--- config.mk ---
export PLATFORM = sky130hd
export DESIGN_NAME = mdu_wb_merge
export DESIGN_NICKNAME = d
export VERILOG_FILES = /design/src/rtl/mdu_wb_merge.sv
export SDC_FILE = /design/constraint.sdc
export NUM_CORES = 1
export LEC_CHECK = 0
export BUFFER_PORTS_ARGS = -buffer_cell sky130_fd_sc_hd__buf_2
export CAP_MARGIN = 5
export CORE_UTILIZATION = 52
export CTS_CLUSTER_SIZE = 8
export DETAILED_ROUTE_END_ITERATION = 8
export PLACE_DENSITY = 0.81
export RECOVER_POWER = 25
export SYNTH_ARGS = -nofsm -noshare
export SYNTH_HDL_FRONTEND = slang
export SYNTH_SLANG_ARGS = --single-unit
--- constraint.sdc ---
create_clock -name clk -period 4.2 [get_ports clk]
set_input_delay 0.63 -clock clk [delete_from_list [all_inputs] [get_ports clk]]
set_output_delay 0.63 -clock clk [all_outputs]
set_load 0.01 [all_outputs]
--- src/rtl/mdu_wb_merge.sv ---
// mdu_wb_merge: writeback merge stage behind the mul/div unit.
// Owns the single register-file write port. The in-order pipeline writeback
// always wins the port; an MDU result that cannot be written in its finish
// cycle is parked in a small in-order queue and drained on free cycles.
// Queued destinations drive pend_hit so decode stalls on them, and q_full
// stops the stall unit from issuing another MDU op while the queue is full.
//
// Handshake: there is no back-pressure on either input. wb_valid and
// mdu_finish are single-cycle requests that are always accepted in the cycle
// they are seen; the stall unit throttles the producers with pend_hit and
// q_full instead.
module mdu_wb_merge #(
  parameter int DEPTH = 2,
  parameter int XLEN  = 32,
  parameter int RW    = 5
) (
  input  logic                     clk,
  input  logic                     rst_n,
  input  logic                     wb_valid,
  input  logic [RW-1:0]            wb_rd,
  input  logic [XLEN-1:0]          wb_data,
  input  logic                     mdu_finish,
  input  logic [RW-1:0]            mdu_now_rd,
  input  logic [XLEN-1:0]          mdu_result,
  input  logic [RW-1:0]            rs1_index,
  input  logic [RW-1:0]            rs2_index,
  output logic                     rf_we,
  output logic [RW-1:0]            rf_waddr,
  output logic [XLEN-1:0]          rf_wdata,
  output logic                     pend_hit,
  output logic                     q_full,
  output logic [$clog2(DEPTH):0]   q_count,
  output logic                     ovf_err
);

  localparam int AW = $clog2(DEPTH);
  localparam int CW = AW + 1;
  localparam logic [CW-1:0] FULL_CNT = CW'(DEPTH);

  // Queue storage. r_vld marks entries that still have to be written; an
  // entry can be occupied but invalid after a younger pipeline write killed it.
  logic [RW-1:0]   r_rd   [DEPTH];
  logic [XLEN-1:0] r_data [DEPTH];
  logic            r_vld  [DEPTH];
  logic [AW-1:0]   r_head;
  logic [AW-1:0]   r_tail;
  logic [CW-1:0]   r_count;
  logic            r_ovf;

  logic            w_wb_go;
  logic            w_q_empty;
  logic            w_q_at_full;
  logic            w_head_vld;
  logic            w_head_write;
  logic            w_pop;
  logic            w_mdu_keep;
  logic            w_direct;
  logic            w_enq_req;
  logic            w_enq;
  logic            w_ovf;
  logic            w_we;
  logic [RW-1:0]   w_waddr;
  logic [XLEN-1:0] w_wdata;
  logic            w_pend;

  // Request decode: rd=0 writes are architecturally discarded from both sources.
  assign w_wb_go     = wb_valid && (wb_rd != '0);
  assign w_q_empty   = (r_count == '0);
  assign w_q_at_full = (r_count == FULL_CNT);
  assign w_head_vld  = !w_q_empty && r_vld[r_head];

  // Head drains through the port only when the pipeline is not using it.
  assign w_head_write = w_head_vld && !w_wb_go;

  // A killed head never needs the port, so it retires in any cycle.
  assign w_pop = !w_q_empty && (!r_vld[r_head] || !w_wb_go);

  // An MDU result to the same rd as a simultaneous pipeline write is stale.
  assign w_mdu_keep = mdu_finish && (mdu_now_rd != '0) &&
                      !(w_wb_go && (mdu_now_rd == wb_rd));

  // Direct write only with an empty queue so MDU results stay in order.
  assign w_direct  = w_mdu_keep && !w_wb_go && w_q_empty;
  assign w_enq_req = w_mdu_keep && !w_direct;
  assign w_enq     = w_enq_req && (!w_q_at_full || w_pop);
  assign w_ovf     = w_enq_req && w_q_at_full && !w_pop;

  // Write-port mux: pipeline, then queue head, then direct MDU result.
  always_comb begin
    w_we    = 1'b0;
    w_waddr = '0;
    w_wdata = '0;
    if (!rst_n) begin
      w_we = 1'b0;
    end else if (w_wb_go) begin
      w_we    = 1'b1;
      w_waddr = wb_rd;
      w_wdata = wb_data;
    end else if (w_head_write) begin
      w_we    = 1'b1;
      w_waddr = r_rd[r_head];
      w_wdata = r_data[r_head];
    end else if (w_direct) begin
      w_we    = 1'b1;
      w_waddr = mdu_now_rd;
      w_wdata = mdu_result;
    end
  end

  // Source hazard against every still-valid queued destination, including a
  // head that is draining this very cycle (no bypass from the write port).
  always_comb begin
    w_pend = 1'b0;
    for (int i = 0; i < DEPTH; i++) begin
      if (r_vld[i] &&
          (((r_rd[i] == rs1_index) && (rs1_index != '0)) ||
           ((r_rd[i] == rs2_index) && (rs2_index != '0)))) begin
        w_pend = 1'b1;
      end
    end
  end

  // Queue control: kill, pop, enqueue, occupancy and sticky overflow.
  always_ff @(posedge clk) begin
    if (!rst_n) begin
      r_head  <= '0;
      r_tail  <= '0;
      r_count <= '0;
      r_ovf   <= 1'b0;
      for (int i = 0; i < DEPTH; i++) begin
        r_vld[i] <= 1'b0;
      end
    end else begin
      // Younger pipeline write supersedes any queued result to the same rd.
      for (int i = 0; i < DEPTH; i++) begin
        if (w_wb_go && (r_rd[i] == wb_rd)) begin
          r_vld[i] <= 1'b0;
        end
      end
      if (w_pop) begin
        r_vld[r_head] <= 1'b0;
        r_head        <= r_head + AW'(1);
      end
      // Enqueue last so a full-queue pop+push into the same slot keeps it valid.
      if (w_enq) begin
        r_vld[r_tail] <= 1'b1;
        r_tail        <= r_tail + AW'(1);
      end
      case ({w_enq, w_pop})
        2'b10:   r_count <= r_count + CW'(1);
        2'b01:   r_count <= r_count - CW'(1);
        default: r_count <= r_count;
      endcase
      if (w_ovf) begin
        r_ovf <= 1'b1;
      end
    end
  end

  // Payload storage needs no reset: r_vld qualifies every read.
  always_ff @(posedge clk) begin
    if (rst_n && w_enq) begin
      r_rd[r_tail]   <= mdu_now_rd;
      r_data[r_tail] <= mdu_result;
    end
  end

  assign rf_we    = w_we;
  assign rf_waddr = w_waddr;
  assign rf_wdata = w_wdata;
  assign pend_hit = rst_n && w_pend;
  assign q_full   = rst_n && w_q_at_full;
  assign q_count  = r_count;
  assign ovf_err  = r_ovf;

endmodule

==> reports/metrics.yaml <==
placement:
  place.gp.congestion: 0.9225
  portBuffers: 130
  pre_cts_ws_ns: 0.9425
  place_hpwl_um: 6799
  dp_cells: 602
power_and_ir_drop:
  power.switching_mw: 0.7760
  ir_worst_vdd_v: 0.0002428
  comb_power_share_pct: 32.8
  switching_share_pct: 34.08
  power_density_nw_per_um2: 437.8
  power_frac_seq_pct: 44.7
  clock_power_share_pct: 22.5
  p_int_mw: 1.501
  power_mw: 2.277
  p_leak_nw: 1.928
detailed_routing:
  initialDrtViolationCount: 234
  drt-pass1-iter-count: 4
  ant_nets: 0
  drc: 0
  routed_wl_um: 10220
  vias: 3482
  wl_per_cell_um: 16.53
  viasPerCell: 5.634
floorplan:
  fp.dieH_um: 93.28
  dieArea_um2: 8701
  start_util_pct: 54.93
  die_width_um: 93.28
  io_pins: 131
  core_um2: 7888
  rows: 32
synth:
  yosysUniqueCellTypes: 41
  syn_area_um2: 4333
  yosysTopAreaCellShare_pct: 51.29
  synthTopCellsByArea: "edfxtp_1 (51%), mux2i_1 (8.8%), o21ai_0 (8.5%)"
  seq_area_frac_synth_pct: 54.98
  ys_warn_count: 0
  synth-seq-cells: 82
  syn_area_per_cell_um2: 11.20
  yosysTopAreaCell: "edfxtp_1"
  synth_nets: 476
  syn_inst: 387
status:
  status: "complete, no violations"
grt:
  track_usage_pct: 24.35
  grt_antenna_before_repair: 0
  grt_pass1_vias: 3408
  grt_overflow: 0
  grt_start_max_net_pins: 43
  grt_pass1_wl_um: 16120
cells_and_area:
  nets: 600
  final_layout_size_suffix_gt1_share_pct: 27.71
  antennaDiodeCount: 0
  syn_to_final_growth_pct: 20.01
  layout.cells.non_filler: 618
clock_tree:
  cts_setup_buffers: 0
  clock_sinks: 82
  cts_buffer_depth: 2
  cts_resized: 0
  cts_tree: "done"
  clk_latency_ns: 0.35
  cts_buffers: 9
  cts.clk_slew.worst_paths_ns: 0.09
  cts_max_level: 3
  holdBufCountCts: 0
  root_buffer: "clkbuf_8"
worst_setup_path:
  worstPathArrival_ns: 2.64
  startpoint_type: "input pin"
  path_class: "input pin to primary output"
  worst_setup_path_end_kind: "primary output"
  crit_required_ns: 3.57
  critPathMaxFanout: 29
timing:
  worst_slack_ns: 0.9323
  setup_violations: 0
  fmax_mhz: 306.0
  hold_violations: 0
  max-slew-margin-rel_pct: 53.58
  finalSetupTns_ns: 0
  finalCriticalPeriod_ns: 3.268
  skew_ns: 0.01244
  tightest_slew_ns: 0.6963
  period_share_pct: 77.80
  drv_slew: 0
  hold-worst-slack_ns: 0.4823
  rsz0062_at_grt: "false"
worst_hold_path:
  hp-class: "input pin to register"
run:
  cap_viol_max_count: 0
[worst paths after layout]
path                        start                 endpoint  slack (ns)  cells past startpoint
max                      wb_rd[0]              rf_waddr[1]        0.93                      7
min                 mdu_result[8]   r_data[0][8]$_DFFE_PP_        0.48                      1
max reg2reg              register  q_count[1]$_SDFFE_PN0P_        2.12                      6
min reg2reg  ovf_err$_SDFFE_PN0P_     ovf_err$_SDFFE_PN0P_        0.52                      2
[cell families after synthesis]
logic type	synth area share, %
compound gates	16.06
flops	54.98
simple gates	8.952
mux	9.038
xor+xnor	7.681
buf+inv	3.003
fa+ha+maj	0.2887
[sequential cells by signal, indices dropped and copies added (netlist names), named ones only]
name / count
r_head: 1
r_tail: 1
r_data: 64
q_count: 2
r_rd: 10
ovf_err: 1
r_vld: 2
[area by class of cell]
| type | count | area [um^2] |
|---|---|---|
| Fill cell | 609 | 2688 |
| Clock inverter | 7 | 50.05 |
| Sequential cell | 82 | 2384 |
| Inverter | 1 | 3.754 |
| Timing Repair Buffer | 136 | 664.4 |
| Multi-Input combinational cell | 281 | 1847 |
| Clock buffer | 9 | 123.9 |
| Tap cell | 102 | 127.6 |
[critical path: stages]
cell and delay (ns):
buf_2 0.14, or3_4 0.41, o21ai_4 0.52, buf_4 0.38, o21ai_0 0.11, a21oi_1 0.25
buf_2 0.18
[layout by cell type, fill, tap and decap left out, types with 2 or more instances in the layout]
cell type	instances
clkbuf_8	9
o21ai_1	2
buf_4	6
nand3_1	5
nor2_4	2
inv_6	3
edfxtp_1	74
nor4_1	4
dfxtp_1	7
a31oi_1	2
or4_1	2
a21oi_1	42
mux2i_1	38
xnor2_1	22
o21ai_0	74
clkbuf_1	25
xor2_1	16
nand4_1	2
buf_2	105
clkinvlp_4	2
nand2_1	2
nor2_1	44
nor3_1	3
[metrics by stage]
| step | util (%) | cell area [um^2] |
|---|---|---|
| floorplan | - | 4333 |
| global placement | 64.12 | 5057 |
| detailed placement | 64.12 | 5057 |
| CTS | 66.32 | 5231 |
| global route | 65.93 | 5200 |
| finish | 65.93 | 5200 |
[metal layers]
layer	wire [um]	vias to the layer above	share of wire (%)	GRT usage, %
met5	0	-	0	0
met4	142	0	1.4	9.359
met3	667	17	6.5	5.203
met2	4937	138	48	39.89
met1	4468	1647	44	31.75
li1	-	1680	-	-
[power by group through the flow]
stage | combinational [mW] | clock (mW) | sequential [mW]
after floorplan | 0.541 | 0 | 1.03
after global placement | 0.734 | 0 | 1.03
final | 0.747 | 0.512 | 1.02
after detailed placement | 0.749 | 0 | 1.04
after global routing | 0.817 | 0.558 | 1.03
after CTS | 0.753 | 0.521 | 1.02
[cell usage after synthesis]
master / instances
nand3b_4: 1
buf_2: 8
nor2_1: 46
nor4_1: 4
a21oi_4: 1
xnor2_1: 22
buf_4: 2
o21a_4: 1
nor3_1: 3
edfxtp_1: 74
mux2_2: 1
o22ai_1: 1
ha_1: 1
and2_1: 1
nor2_8: 1
o21ai_0: 74
or2_2: 1
or4_1: 2
or2b_1: 1
buf_6: 3
nand2_1: 2
inv_1: 1
o311ai_0: 1
nand3_1: 5
dfxtp_1: 8
and2b_2: 1
o211ai_4: 1
nand4_1: 2
a31oi_1: 2
mux2i_1: 38
or4_4: 1
and3_4: 1
o21ai_1: 3
a221o_2: 1
a21oi_1: 42
o21ai_2: 1
xor2_1: 16
or3_1: 1
clkbuf_1: 10
or3_4: 1
nor2b_1: 1
(Power assumes the default switching activity.)
